### src/rtl/pipe_hazard_ctrl.sv
// Pipeline hazard sequencer: enables/flushes for IF/ID, ID/EX, EX/MEM, MEM/WB and the PC.
// Define HAZARD_PERF_CNT_EN to add stall_cycles / flush_events performance counters.
module pipe_hazard_ctrl #(
   parameter int MD_CYCLES = 32,
   parameter int CNT_W     = 6
) (
   input  logic        clk,
   input  logic        rst,
   input  logic        mem_stall,
   input  logic        ex_md_start,
   input  logic        ex_branch_taken,
   input  logic        ex_mem_read,
   input  logic [4:0]  ex_rd,
   input  logic [4:0]  id_rs1,
   input  logic [4:0]  id_rs2,
   input  logic        id_rs1_used,
   input  logic        id_rs2_used,
   output logic        pc_en,
   output logic        ifid_en,
   output logic        ifid_flush,
   output logic        idex_en,
   output logic        idex_flush,
   output logic        exmem_en,
   output logic        exmem_flush,
   output logic        memwb_en,
`ifdef HAZARD_PERF_CNT_EN
   output logic [31:0] stall_cycles,
   output logic [31:0] flush_events,
`endif
   output logic        md_busy,
   output logic        md_done
);

   typedef enum logic [0:0] {RUN = 1'b0, MD_WAIT = 1'b1} state_t;

   // The start cycle and the done cycle are part of the freeze, hence the -2.
   localparam logic [CNT_W-1:0] MD_LOAD = CNT_W'(MD_CYCLES - 2);

   state_t           state_q, state_d;
   logic [CNT_W-1:0] cnt_q, cnt_d;
   logic             load_use;
   logic             branch_evt;

   assign load_use = ex_mem_read && (ex_rd != 5'd0) &&
                     ((id_rs1_used && (id_rs1 == ex_rd)) ||
                      (id_rs2_used && (id_rs2 == ex_rd)));

   always_comb begin
      state_d     = state_q;
      cnt_d       = cnt_q;
      pc_en       = 1'b0;
      ifid_en     = 1'b0;
      ifid_flush  = 1'b0;
      idex_en     = 1'b0;
      idex_flush  = 1'b0;
      exmem_en    = 1'b0;
      exmem_flush = 1'b0;
      memwb_en    = 1'b0;
      md_done     = 1'b0;
      branch_evt  = 1'b0;
      if (rst) begin
         ifid_flush  = 1'b1;
         idex_flush  = 1'b1;
         exmem_flush = 1'b1;
      end else if (mem_stall) begin
         // Everything holds, including an in-flight mul/div countdown.
      end else if (state_q == MD_WAIT && cnt_q != '0) begin
         exmem_en    = 1'b1;
         exmem_flush = 1'b1;
         memwb_en    = 1'b1;
         cnt_d       = cnt_q - CNT_W'(1);
      end else if (state_q == MD_WAIT) begin
         md_done  = 1'b1;
         pc_en    = 1'b1;
         ifid_en  = 1'b1;
         idex_en  = 1'b1;
         exmem_en = 1'b1;
         memwb_en = 1'b1;
         state_d  = RUN;
      end else if (ex_md_start) begin
         exmem_en    = 1'b1;
         exmem_flush = 1'b1;
         memwb_en    = 1'b1;
         state_d     = MD_WAIT;
         cnt_d       = MD_LOAD;
      end else if (ex_branch_taken) begin
         pc_en      = 1'b1;
         ifid_en    = 1'b1;
         ifid_flush = 1'b1;
         idex_en    = 1'b1;
         idex_flush = 1'b1;
         exmem_en   = 1'b1;
         memwb_en   = 1'b1;
         branch_evt = 1'b1;
      end else if (load_use) begin
         idex_en    = 1'b1;
         idex_flush = 1'b1;
         exmem_en   = 1'b1;
         memwb_en   = 1'b1;
      end else begin
         pc_en    = 1'b1;
         ifid_en  = 1'b1;
         idex_en  = 1'b1;
         exmem_en = 1'b1;
         memwb_en = 1'b1;
      end
   end

   assign md_busy = (state_q == MD_WAIT) && !rst;

   always_ff @(posedge clk) begin
      if (rst) begin
         state_q <= RUN;
         cnt_q   <= '0;
      end else begin
         state_q <= state_d;
         cnt_q   <= cnt_d;
      end
   end

`ifdef HAZARD_PERF_CNT_EN
   logic [31:0] stall_cycles_q, stall_cycles_d;
   logic [31:0] flush_events_q, flush_events_d;

   always_comb begin
      stall_cycles_d = stall_cycles_q;
      flush_events_d = flush_events_q;
      if (!rst && !pc_en) stall_cycles_d = stall_cycles_q + 32'd1;
      if (branch_evt)     flush_events_d = flush_events_q + 32'd1;
   end

   always_ff @(posedge clk) begin
      if (rst) begin
         stall_cycles_q <= '0;
         flush_events_q <= '0;
      end else begin
         stall_cycles_q <= stall_cycles_d;
         flush_events_q <= flush_events_d;
      end
   end

   assign stall_cycles = stall_cycles_q;
   assign flush_events = flush_events_q;
`else
   logic unused_branch_evt;
   assign unused_branch_evt = branch_evt;
`endif

endmodule

### config.mk
export PLATFORM = sky130hd
export DESIGN_NAME = pipe_hazard_ctrl
export DESIGN_NICKNAME = d
export VERILOG_FILES = /design/src/rtl/pipe_hazard_ctrl.sv
export SDC_FILE = /design/constraint.sdc
export NUM_CORES = 1
export LEC_CHECK = 0
export CAP_MARGIN = 20
export CORE_MARGIN = 4
export CORE_UTILIZATION = 42
export DETAILED_ROUTE_END_ITERATION = 6
export PLACE_DENSITY_LB_ADDON = 0.05
export SLEW_MARGIN = 25
export SYNTH_ARGS = -nofsm -noshare
export SYNTH_HDL_FRONTEND = slang
export SYNTH_SLANG_ARGS = --single-unit
### constraint.sdc
create_clock -name clk -period 3.4 [get_ports clk]
set_input_delay 0.68 -clock clk [delete_from_list [all_inputs] [get_ports clk]]
set_output_delay 0.68 -clock clk [all_outputs]
set_load 0.05 [all_outputs]
# Word level (Yosys, flattened, before mapping)
# Cells that the tools add are included.
# word_totals
regBits	7
in_bits	23
output_inout_bits	10
wordCells	60
# classes
add_sub_neg	1
n_eq_ne	3
muxes	39
bitwise_logic	2
n_reduce_logical	13
# op_table
op	n
1-bit 2-to-1 mux	36
6-bit 2-to-1 mux	3
5-bit == test	2
1-bit logical AND	6
6-bit nonzero test	1
6-bit by 1-bit subtractor with 6-bit output (second input constant)	1
5-bit nonzero test	1
3-bit AND reduction	1
2-bit by 1-bit inequality test with 1-bit output (second input constant)	1
1-bit NOT	2
2-bit AND reduction	1
2-bit nonzero test	1
1-bit logical NOT	1
1-bit logical OR	1

# Longest topological paths before layout
# Gate-level depths: netlist of run 1.
# depth
ltp_word	11
depth_mapped	7

# Least setup slack after synthesis of run 1
# OpenSTA, ideal clock, no wires.
# synth_path
kind	input port to output port
start	in ex_md_start
end	out pc_en
arrival_ps	2881
required_ps	2720
path_slack_ps	-161
cell_stages	5
path_buffers	1
cell_sequence	nor2_1 -> a21oi_1 -> nor3_1 -> o21a_1 -> buf_4
# synth_between
elab_chain_cells	5
# synth_rtl
item	line_no	rtl
from (decl)	10	input logic ex_md_start,
1-bit 2-to-1 mux (5 in series)	n/a	
to (decl)	18	output logic pc_en,
# No other way between the ends.

# Final worst setup path of run 1
# layout_path
start	in ex_rd[2]
end	out pc_en
# layout_between
elab_chain_cells	11
elab_cells_between_ends	15
# layout_rtl
item	line_no	rtl
from (decl)	13	input logic [4:0] ex_rd,
5-bit == test, on equally long branches	45, 46	
1-bit logical AND, on equally long branches	45, 46	
1-bit logical OR	45	((id_rs1_used && (id_rs1 == ex_rd)) ||
1-bit logical AND (*)	44	assign load_use = ex_mem_read && (ex_rd != 5'd0) &&
1-bit 2-to-1 mux (*)	95	end else if (load_use) begin
1-bit 2-to-1 mux (*)	86	end else if (ex_branch_taken) begin
1-bit 2-to-1 mux (*)	80	end else if (ex_md_start) begin
1-bit 2-to-1 mux (*)	72	end else if (state_q == MD_WAIT) begin
1-bit 2-to-1 mux (*)	67	end else if (state_q == MD_WAIT && cnt_q != '0) begin
1-bit 2-to-1 mux (*)	65	end else if (mem_stall) begin
1-bit 2-to-1 mux (*)	61	if (rst) begin
# Mark *: on every way between the ends. The rest lies on a longest branch, timed or not.

==> impl_metrics.py, run 1 <==
metrics = {
    "run_status": {
        "run_status": "complete, no violations",
    },
    "clock_network": {
        "cts_buffers": 3,
        "cts_resized": 0,
        "cts_tree": "yes",
        "post_cts_buffers": 0,
        "cts_sinks": 7,
        "cts-root-buf": "clkbuf_4",
        "cts-htree-levels": 1,
        "clk_latency_ns": 0.26,
        "cts_hold_buf": 0,
        "clock_path_buffers": 2,
        "cts.reportedPaths.clkPinSlew_ns": 0.06,
    },
    "setup_path": {
        "required_ns": 2.72,
        "r2r_start": "cnt_q[0]$_SDFFE_PP0P_",
        "crit_path_start_kind": "input pin",
        "crit_path_end": "pc_en",
        "endpoint_kind": "primary output",
        "crit_fanout": 3,
        "regToRegEndpoint": "cnt_q[5]$_SDFFE_PP0P_",
        "critPathMaxStageDelay_ns": 0.57,
        "cp-startpoint": "ex_rd[2]",
        "cp.depth": 5,
        "worstRegToRegCells": 6,
        "path_buf_inv": 2,
        "cp_slowest_cell": "or4_1",
        "ff2ff_setup_slack_ns": 1.28,
        "cp.arrival_ns": 2.32,
        "crit_type": "input pin to primary output",
        "crit_family": "buffers and inverters",
        "crit_chain": "clkdlybuf4s50_1 -> or4_1 -> o211ai_1 -> o21a_1 -> buf_12",
    },
    "cells_and_area": {
        "nFillCells": 113,
        "fin_cells": 131,
        "drive_above_1_share_pct": 12.9,
        "antennaDiodeCount": 0,
        "final_nets": 142,
        "area_growth_pct": 57.2,
    },
    "power_and_ir_drop": {
        "p_sw_uw": 118,
        "internal_power_uw": 203,
        "switching_share_pct": 36.7,
        "combPwrFrac_pct": 44.6,
        "power_frac_clock_pct": 24.3,
        "p_per_area_nw_per_um2": 314,
        "sequentialPowerShare_pct": 31.1,
        "p_leak_uw": 0.000391,
        "peakVddDrop_uv": 348,
        "total_power_uw": 321,
    },
    "synth": {
        "synth.area.top_cells": "dfxtp_1, xor2_1, nor2_1, ha_1, nand3_1",
        "yosysTopAreaCellShare_pct": 21.6,
        "synth_cell_types": 37,
        "synth.cell_area_um2": 649,
        "yosysSeqAreaShare_pct": 21.6,
        "synthCells": 83,
        "synth-edff-count": 0,
        "synth_common_cells": "nor2_1, xor2_1, dfxtp_1",
        "synth_warnings": 0,
        "synth_largest_area_cell": "dfxtp_1",
        "synth_most_common_cell": "nor2_1",
        "synth_ff_type": "dfxtp_1",
        "ys_ff_latch": 7,
        "syn_area_per_cell_um2": 7.82,
        "synthesis.nets": 108,
        "async_flop_share_pct": 0,
    },
    "floorplan": {
        "rows": 13,
        "dieWidth_um": 47.3,
        "fp.dieArea_um2": 2240,
        "placeableCoreArea_um2": 1380,
        "die_y_um": 47.3,
        "pin_count": 33,
        "start_util_pct": 47.0,
    },
    "sta": {
        "setup_ws_ns": 0.395,
        "hold_viol": 0,
        "whs_ns": 0.538,
        "drv_slew": 0,
        "fin_tns_setup_ns": 0,
        "rsz0062_at_grt": "no",
        "fmax_mhz": 333,
        "finClkSkew_ns": 0.00687,
        "min_period_over_period_pct": 88.4,
        "max_slew_margin_pct": 59.8,
        "min_period_ns": 3.00,
        "setup_viol": 0,
        "tightest_slew_ns": 0.588,
    },
    "drt": {
        "wl_per_cell_um": 14.5,
        "wirelength_um": 1910,
        "drcViolationCount": 0,
        "vias": 759,
        "drt-initial-drc-count": 51,
        "vias_per_cell": 5.79,
        "drt_pass1_iterations": 4,
        "antenna_left": 0,
    },
    "min_path": {
        "whs_path_depth": 2,
        "hold_path_class": "flop to flop",
        "worstHoldStart": "cnt_q[4]$_SDFFE_PP0P_",
    },
    "global_routing": {
        "antenna_found_initial": 0,
        "grt_pass1_wl_um": 2900,
        "grt_pass1_vias": 716,
        "grt_max_degree": 13,
        "grt_usage_pct": 18.6,
        "overflow": 0,
    },
    "placed_design": {
        "post-place-cells": 127,
        "dp_hpwl_um": 1560,
        "io_buffers": 32,
        "gp_congestion": 0.905,
        "dp_slack_ns": 0.408,
    },
    "job": {
        "cap_viol_max_count": 0,
    },
}
-- flip-flops by register name, indices dropped and copies added, names as in the netlist --
name     count
cnt_q        6
state_q      1
-- cells by family (layout without fill, tap and decap cells) --
| logic type | count (synthesis) | count (layout) | synth area share, % |
|---|---|---|---|
| compound gates | 22 | 22 | 24.5 |
| xor+xnor | 10 | 10 | 13.5 |
| buf+inv | 9 | 42 | 7.51 |
| flops | 7 | 7 | 21.6 |
| mux | 1 | 1 | 1.73 |
| fa+ha+maj | 2 | 2 | 3.85 |
| simple gates | 32 | 32 | 27.4 |
-- power groups by stage --
stage,Clock [uW],Sequential [uW],Combinational (uW)
after detailed placement,0,101,142
after floorplan,0,97.0,87.0
after CTS,78.5,99.2,143
final,78.1,99.7,143
after global placement,0,100,139
after global routing,86.0,101,154
-- worst min path at each step --
stage	to
2_1_floorplan	cnt_q[4]$_SDFFE_PP0P_
6_report	cnt_q[4]$_SDFFE_PP0P_
3_5_place_dp	cnt_q[4]$_SDFFE_PP0P_
5_1_grt	cnt_q[4]$_SDFFE_PP0P_
4_1_cts	cnt_q[4]$_SDFFE_PP0P_
3_3_place_gp	cnt_q[4]$_SDFFE_PP0P_
-- area by class of cell --
| type | instances | area, um2 | share of cell area, % |
|---|---|---|---|
| Multi-Input combinational cell | 67 | 465 | 45.6 |
| Sequential cell | 7 | 140 | 13.7 |
| Tap cell | 15 | 18.8 | 1.84 |
| Timing Repair Buffer | 34 | 355 | 34.8 |
| Clock buffer | 4 | 26.3 | 2.57 |
| Inverter | 4 | 15.0 | 1.47 |
-- cells in the final DEF, fill, tap and decap left out, types with 2 or more instances in the layout --
cell type         n
xor2_1            8
buf_4             6
o31ai_1           2
dfxtp_1           7
xnor2_1           2
ha_1              2
o21ai_0           2
nand2_1           2
a31oi_1           3
clkdlybuf4s50_1  25
or4_1             2
buf_12            3
nor2_1            9
nand3_1           4
inv_1             4
a311oi_1          2
nor3_1            3
a21oi_1           3
o211ai_1          2
clkbuf_4          3
nor2b_1           2
nor4_1            2
-- through the flow --
step	area (um2)	util, %
3_5_place_dp	995	71.9
3_3_place_gp	995	71.9
6_report	1020	73.8
5_1_grt	1020	73.8
2_1_floorplan	654	-
4_1_cts	1020	73.8
-- worst register-to-register path: cells and delay by family, from the launching register on --
family / cells / cell delay [ns]
mux: 1 / 0.30
flops: 1 / 0.38
buf+inv: 1 / 0.10
fa+ha+maj: 1 / 0.24
simple gates: 2 / 0.40
compound gates: 1 / 0.58
-- metal layers --
layer	part of all wire (%)	vias to the layer above	track usage, %
met5	0	-	0
met4	1.1	0	5.52
met3	11	4	8.05
met2	48	49	28.6
met1	40	334	23.4
li1	-	372	-
Note: power is estimated with default switching activity, not from simulation.
==> run 2, diff against run 1 <==
CTS_CLUSTER_DIAMETER = 60   (was unset)
==> results of run 2 <==
The final DEF is identical to that of run 1; final timing and power are the same.
